`src/rtl/seg_dec_pkg.sv`:
```
// Shared types and constants for the seven-segment sequence decoder:
// tracker states, segment codes of the 1-2-4-8 counter and the digit lookup.
package seg_dec_pkg;

    typedef enum logic [1:0] {
        HUNT   = 2'd0,
        SYNC   = 2'd1,
        LOCKED = 2'd2
    } seq_state_t;

    typedef logic [1:0] seg_idx_t;

    localparam logic [6:0] SEG_CODE_1 = 7'h06;
    localparam logic [6:0] SEG_CODE_2 = 7'h5B;
    localparam logic [6:0] SEG_CODE_4 = 7'h66;
    localparam logic [6:0] SEG_CODE_8 = 7'h7F;

    // Digits are powers of two, so the index is simply the shift amount.
    function automatic logic [3:0] idx_to_digit(seg_idx_t idx);
        return 4'b0001 << idx;
    endfunction

endpackage

```
`src/rtl/seg_sequence_decoder_if.sv`:
```
// Bus between the segment source/debug sink and seg_sequence_decoder.
// master drives the sampled segment bus and controls, slave returns the decode.
interface seg_sequence_decoder_if #(
    parameter int NBITS_SEG = 8,
    parameter int NBITS_ERR = 8
);
    logic                 sample_en;
    logic [NBITS_SEG-1:0] seg_in;
    logic                 clear_err;
    logic [3:0]           value;
    logic [1:0]           code_idx;
    logic                 value_valid;
    logic                 accepted;
    logic                 locked;
    logic                 seq_error;
    logic [NBITS_ERR-1:0] err_count;

    modport master (
        output sample_en, seg_in, clear_err,
        input  value, code_idx, value_valid, accepted, locked, seq_error, err_count
    );

    modport slave (
        input  sample_en, seg_in, clear_err,
        output value, code_idx, value_valid, accepted, locked, seq_error, err_count
    );
endinterface

```
`src/rtl/seg7_code_decoder.sv`:
```
// Combinational segment pattern -> {valid, idx}. With SEG_DP_CHECK_EN defined a lit
// decimal point makes the pattern invalid; otherwise bit7 is masked off here.
module seg7_code_decoder
    import seg_dec_pkg::*;
#(
    parameter int NBITS_SEG = 8
) (
    input  logic [NBITS_SEG-1:0] seg,
    output logic [NBITS_SEG-1:0] seg_masked,
    output logic                 valid,
    output seg_idx_t             idx
);
    localparam logic [NBITS_SEG-1:0] DP_MASK = NBITS_SEG'(8'h80);

`ifdef SEG_DP_CHECK_EN
    assign seg_masked = seg;
`else
    assign seg_masked = seg & ~DP_MASK;
`endif

    always_comb begin
        valid = 1'b0;
        idx   = '0;
        if (seg_masked[NBITS_SEG-1:7] == '0) begin
            case (seg_masked[6:0])
                SEG_CODE_1: begin valid = 1'b1; idx = 2'd0; end
                SEG_CODE_2: begin valid = 1'b1; idx = 2'd1; end
                SEG_CODE_4: begin valid = 1'b1; idx = 2'd2; end
                SEG_CODE_8: begin valid = 1'b1; idx = 2'd3; end
                default:    begin valid = 1'b0; idx = 2'd0; end
            endcase
        end
    end
endmodule

```
`src/rtl/seg_sequence_decoder.sv`:
```
// Receiving end of the 1-2-4-8 display counter: glitch-filters the segment bus,
// decodes it and checks the cyclic 1->2->4->8->1 order, counting violations.
module seg_sequence_decoder
    import seg_dec_pkg::*;
#(
    parameter int NBITS_SEG     = 8,
    parameter int STABLE_CYCLES = 2,
    parameter int LOCK_COUNT    = 2,
    parameter int NBITS_ERR     = 8
) (
    input  logic                   clk_2,
    input  logic                   reset_n,
    seg_sequence_decoder_if.slave  bus
);
    localparam int SW = $clog2(STABLE_CYCLES + 1);
    localparam int MW = $clog2(LOCK_COUNT + 1);
    localparam logic [SW-1:0] STAB_MAX = SW'(STABLE_CYCLES);

    logic [NBITS_SEG-1:0] sample, prev_sample;
    logic [SW-1:0]        stab_cnt, stab_next;
    logic                 same, accept_now;
    logic                 dec_valid, repeat_hit, is_succ, violation;
    seg_idx_t             dec_idx, prev_idx;
    logic [MW-1:0]        match_cnt;
    seq_state_t           state;

    seg7_code_decoder #(.NBITS_SEG(NBITS_SEG)) u_code (
        .seg        (bus.seg_in),
        .seg_masked (sample),
        .valid      (dec_valid),
        .idx        (dec_idx)
    );

    assign same       = (sample == prev_sample);
    assign stab_next  = same ? ((stab_cnt == STAB_MAX) ? STAB_MAX : stab_cnt + SW'(1)) : SW'(1);
    // Accept only on the edge the run length first hits the threshold.
    assign accept_now = bus.sample_en && (stab_next == STAB_MAX) && (!same || stab_cnt != STAB_MAX);
    assign repeat_hit = dec_valid && bus.value_valid && (dec_idx == bus.code_idx);
    assign is_succ    = dec_valid && (dec_idx == seg_idx_t'(prev_idx + 2'd1));
    assign violation  = accept_now && !repeat_hit && (state == LOCKED) && !is_succ;

    always_ff @(posedge clk_2 or negedge reset_n) begin
        if (!reset_n) begin
            prev_sample <= '0;
            stab_cnt    <= '0;
        end else if (bus.sample_en) begin
            prev_sample <= sample;
            stab_cnt    <= stab_next;
        end
    end

    always_ff @(posedge clk_2 or negedge reset_n) begin
        if (!reset_n) begin
            state           <= HUNT;
            prev_idx        <= '0;
            match_cnt       <= '0;
            bus.value       <= '0;
            bus.code_idx    <= '0;
            bus.value_valid <= 1'b0;
            bus.accepted    <= 1'b0;
            bus.locked      <= 1'b0;
            bus.seq_error   <= 1'b0;
            bus.err_count   <= '0;
        end else begin
            bus.accepted  <= accept_now;
            bus.seq_error <= violation;
            if (accept_now) begin
                bus.value       <= dec_valid ? idx_to_digit(dec_idx) : 4'd0;
                bus.code_idx    <= dec_valid ? dec_idx : 2'd0;
                bus.value_valid <= dec_valid;
            end
            // Glitch returns to the last accepted code are invisible to the tracker.
            if (accept_now && !repeat_hit) begin
                case (state)
                    HUNT: begin
                        if (dec_valid) begin
                            prev_idx  <= dec_idx;
                            match_cnt <= '0;
                            state     <= SYNC;
                        end
                    end
                    SYNC: begin
                        if (!dec_valid) begin
                            state <= HUNT;
                        end else if (is_succ) begin
                            prev_idx  <= dec_idx;
                            match_cnt <= match_cnt + MW'(1);
                            if (match_cnt == MW'(LOCK_COUNT - 1)) begin
                                state      <= LOCKED;
                                bus.locked <= 1'b1;
                            end
                        end else begin
                            prev_idx  <= dec_idx;
                            match_cnt <= '0;
                        end
                    end
                    LOCKED: begin
                        if (is_succ) begin
                            prev_idx <= dec_idx;
                        end else begin
                            state      <= HUNT;
                            bus.locked <= 1'b0;
                        end
                    end
                    default: begin
                        state      <= HUNT;
                        bus.locked <= 1'b0;
                    end
                endcase
            end
            if (bus.clear_err)
                bus.err_count <= '0;
            else if (violation && bus.err_count != '1)
                bus.err_count <= bus.err_count + NBITS_ERR'(1);
        end
    end
endmodule

```
`src/flat_wrapper.sv`:
```
// flat-port wrapper written by rule: the top's interface ports become plain ports
module seg_sequence_decoder_flat import seg_dec_pkg::*;
#(
    parameter int NBITS_SEG     = 8,
    parameter int STABLE_CYCLES = 2,
    parameter int LOCK_COUNT    = 2,
    parameter int NBITS_ERR     = 8
)
  (clk_2, reset_n, bus_sample_en, bus_seg_in, bus_clear_err, bus_value, bus_code_idx, bus_value_valid, bus_accepted, bus_locked, bus_seq_error, bus_err_count);
  seg_sequence_decoder_if #(.NBITS_SEG(NBITS_SEG), .NBITS_ERR(NBITS_ERR)) bus_i ();
  input  logic clk_2;
  input  logic reset_n;
  input wire logic [$bits(bus_i.sample_en)-1:0] bus_sample_en;
  input wire logic [$bits(bus_i.seg_in)-1:0] bus_seg_in;
  input wire logic [$bits(bus_i.clear_err)-1:0] bus_clear_err;
  output wire logic [$bits(bus_i.value)-1:0] bus_value;
  output wire logic [$bits(bus_i.code_idx)-1:0] bus_code_idx;
  output wire logic [$bits(bus_i.value_valid)-1:0] bus_value_valid;
  output wire logic [$bits(bus_i.accepted)-1:0] bus_accepted;
  output wire logic [$bits(bus_i.locked)-1:0] bus_locked;
  output wire logic [$bits(bus_i.seq_error)-1:0] bus_seq_error;
  output wire logic [$bits(bus_i.err_count)-1:0] bus_err_count;
  assign bus_i.sample_en = bus_sample_en;
  assign bus_i.seg_in = bus_seg_in;
  assign bus_i.clear_err = bus_clear_err;
  assign bus_value = bus_i.value;
  assign bus_code_idx = bus_i.code_idx;
  assign bus_value_valid = bus_i.value_valid;
  assign bus_accepted = bus_i.accepted;
  assign bus_locked = bus_i.locked;
  assign bus_seq_error = bus_i.seq_error;
  assign bus_err_count = bus_i.err_count;
  seg_sequence_decoder #(.NBITS_SEG(NBITS_SEG), .STABLE_CYCLES(STABLE_CYCLES), .LOCK_COUNT(LOCK_COUNT), .NBITS_ERR(NBITS_ERR)) u_core (.clk_2(clk_2), .reset_n(reset_n), .bus(bus_i));
endmodule
```
`config.mk`:
```
export PLATFORM = sky130hd
export DESIGN_NAME = seg_sequence_decoder_flat
export DESIGN_NICKNAME = d
export VERILOG_FILES = /design/src/rtl/seg_dec_pkg.sv /design/src/rtl/seg_sequence_decoder_if.sv /design/src/rtl/seg7_code_decoder.sv /design/src/rtl/seg_sequence_decoder.sv /design/src/flat_wrapper.sv
export SDC_FILE = /design/constraint.sdc
export NUM_CORES = 1
export LEC_CHECK = 0
export ABC_AREA = 1
export CELL_PAD_IN_SITES_DETAIL_PLACEMENT = 1
export CELL_PAD_IN_SITES_GLOBAL_PLACEMENT = 1
export CORE_MARGIN = 4
export CORE_UTILIZATION = 42
export CTS_CLUSTER_DIAMETER = 100
export DETAILED_ROUTE_END_ITERATION = 8
export GPL_TIMING_DRIVEN = 0
export PLACE_DENSITY = 0.85
export REMOVE_ABC_BUFFERS = 1
export SLEW_MARGIN = 20
export SYNTH_ARGS = -nofsm -noshare
export SYNTH_HDL_FRONTEND = slang
export SYNTH_SLANG_ARGS = --single-unit
```
`constraint.sdc`:
```
create_clock -name clk_2 -period 2.7 [get_ports clk_2]
set_input_delay 0.27 -clock clk_2 [delete_from_list [all_inputs] [get_ports clk_2]]
set_output_delay 0.27 -clock clk_2 [all_outputs]
set_load 0.02 [all_outputs]
```
==> metrics.cfg <==
[power_and_ir_drop]
pwr-share-comb_pct=10.4
peakVddDrop_mv=0.236
p_clk_share_pct=35.9
switching_share_pct=25.4
p_per_area_nw_per_um2=392
netSwitchingPower_mw=0.243
pwr-share-seq_pct=53.7
leakage_nw=1.21
p_int_mw=0.711

[floorplanning]
dieArea_sq_um=5940
fp.coreArea_sq_um=4470
dieHeight_um=77.1
die_w_um=77.1
row_count=24
start_util_pct=44.8
ioPinCount=30

[drt]
dr.pass1.iters=4
ant_nets=0
drt_iter0_markers=69
drt-wirelength-per-cell_um=13.4
drc_errors=0
routed_wirelength_um=4720
num_vias=1794
via_per_inst=5.11

[final_layout]
instances_no_fill=351
final_layout_size_suffix_gt1_share_pct=12.4
area_growth_pct=21.3
fin_util_pct=54.4
fill_cells=571
nNetsFinal=316
antenna_cells=0

[clock_tree]
htree_levels=2
tritoncts=done
clk_pin_slew_ns=0.06
post_cts_buffers=0
numCtsBuffers=5
cts_root_buf=clkbuf_8
clock-sinks=33
insertion_delay_ns=0.28
clockBufferDepth=2

[logic_synthesis]
synth_edf_count=0
syn-instance-count=267
synth_fa_ha_area_share_pct=2.50
ys_seq_area_share_pct=41.2
postSynthRegisterBits=33
synth-xor-area-share_pct=3.06
synth_mux_area_share_pct=0
ys_types=26
synthTopCellsByArea=dfrtp_1 41%, nand2_1 15%, inv_1 7.1%, nand3_1 6.5%, o21ai_0 3.7%
syn_area_sq_um=2000
async_flop_share_pct=100
synth_compound_area_share_pct=6.05
synth_largest_area_cell=dfrtp_1
synth_top_area_share_pct=41.2
ys.flop_type=dfrtp_1
avgSynthCellArea_sq_um=7.51
synth.most_common_cell=nand2_1
synthSimpleGateAreaFrac_pct=38.5
yosys-top-cells-count=78 x nand2_1, 38 x inv_1, 33 x dfrtp_1
synth_top_family_by_area=simple AND/OR/NAND/NOR gates
yosysWarnings=0

[sta]
skew_ns=0.00498
min_period_over_period_pct=76.3
finalMaxSlewViolations=0
worst_slew_pin_slew_ns=0.581
hold_slack_ns=0.388
hold_viol=0
fin_crit_ns=2.06
setup_violations=0
slew_headroom_pct=61.1
rsz0062_at_grt=false
fmaxAchievable_mhz=485
fin_setup_tns_ns=0

[min_path]
hold_path_class=input pin to async pin

[flow_run]
maxCapViolCount=0

[critical_path]
max_stage_delay_ns=0.60
path_cells=clkdlybuf4s50_1 > inv_1 > nand2_1 > nand2_1 > nor2_2 > nand2_2 > nor2_4 > nand4_4 > nor2_4 > nand3_4 > nand3_1 > nand2_1
path_class=input pin to flip-flop
start_kind=input pin
path_max_fanout=15
critPathBufInv=2
setup.worst_path.end_class=flip-flop
slowest_stage=clkdlybuf4s50_1
crit_family=simple AND/OR/NAND/NOR gates
cp_common_cell=nand2_1
worstPathArrival_ns=2.23
required_ns=2.87

[place]
dp_cells=344
portBuffers=28
place_congestion=0.771
dp_hpwl_um=3520

[grt]
antenna_found_initial=0
grt_pass1_wl_um=8740
grt_start_max_net_pins=25
grtUsageTotal_pct=18.1
grt_pass1_vias=1939
grt_overflow=0

[run_status]
status=finished, final reports clean

## per-layer routing
metal | vias up | track usage (%) | wire length [um]
li1 | 900 | - | -
met3 | 5 | 4.45 | 182
met5 | - | 0 | 0
met1 | 860 | 23.4 | 2230
met2 | 29 | 29.7 | 2240
met4 | 0 | 5.69 | 66
## path summary, 6_finish.rpt
kind / to / startpoint / depth (start not counted) / slack, ns
max: u_core.bus.err_count[1] / bus_seg_in[1] / 12 / 0.64
min: u_core.prev_sample[0] / reset_n / 2 / 0.39
max reg2reg: u_core.bus.err_count[1] / u_core.stab_cnt[1] / 9 / 0.84
min reg2reg: u_core.bus.value[3] / u_core.bus.value[3] / 2 / 0.48
max in group asynchronous: u_core.state[0] / reset_n / 3 / 1.90
min in group clk_2: u_core.bus.value[3] / u_core.bus.value[3] / 2 / 0.48
## cell usage in the layout, fill, tap and decap left out, types with 2 or more instances in the layout
cell type	netlist	layout
nand2_4	2	2
nor2_2	5	5
nor2_1	17	17
o21ai_0	15	15
nor2_4	4	4
nand4_1	8	8
nand3_1	26	26
nand3_2	2	2
a21oi_1	3	3
nand2_2	8	8
clkdlybuf4s50_1	0	27
ha_1	4	4
xor2_1	5	5
inv_1	38	38
dfrtp_1	33	33
nand2_1	78	78
inv_2	4	4
clkbuf_8	0	5
xnor2_1	2	2
o21ai_1	3	3
## registers in the layout (all words and copies together) (netlist names)
signal / count
u_core.bus.locked: 1
u_core.match_cnt: 2
u_core.bus.value_valid: 1
u_core.bus.code_idx: 2
u_core.bus.accepted: 1
u_core.state: 2
u_core.bus.value: 4
u_core.bus.seq_error: 1
u_core.bus.err_count: 8
u_core.prev_idx: 2
u_core.stab_cnt: 2
u_core.prev_sample: 7
## power by group through the flow
stage                     Sequential, mW  Clock, mW  Combinational (mW)
after floorplan                    0.520          0              0.0504
after global placement             0.520          0              0.0933
after detailed placement           0.521          0              0.0996
after CTS                          0.512      0.360               0.102
after global routing               0.513      0.382               0.115
final                              0.512      0.342              0.0996
## what timing repair did
| item | 4_1_cts | 5_1_grt |
|---|---|---|
| hold endpoints to repair | 9 | 0 |
| hold buffers | 1 | 0 |
| gates resized for setup | 0 | 0 |
## cell type report
type                       count  area, sq um  share of cell area [%]
inverter                      42          158                    6.48
timing repair buffer          30          305                    12.6
tap                           52         65.1                    2.67
clock buffer                   5         68.8                    2.83
clock inverter                 1         5.00                   0.206
sequential                    33          826                    34.0
multi-input combinational    188         1000                    41.3
## cells by family after synthesis
logic type / after synthesis
AO/OA/AOI/OAI: 23
XOR/XNOR: 7
adder cells (fa/ha/maj): 4
buffers and inverters: 46
flip-flops: 33
AND/OR/NAND/NOR: 154
## worst reg2reg max path: stages, from the launching register on
cell	delay, ns
dfrtp_1	0.37
inv_1	0.07
ha_1	0.27
nand2_1	0.05
inv_1	0.15
nand4_4	0.24
nor2_4	0.26
nand3_4	0.15
nand3_1	0.10
nand2_1	0.08
## stage by stage
stage	worst slack (ns)	power (mW)	cell area (sq um)
global placement	0.394	0.614	2330
finish	0.640	0.954	2430
floorplan	1.11	0.570	1990
CTS	0.625	0.973	2430
global route	0.439	1.01	2430
detailed placement	0.327	0.621	2350
Power figures use the tool's default switching activity.
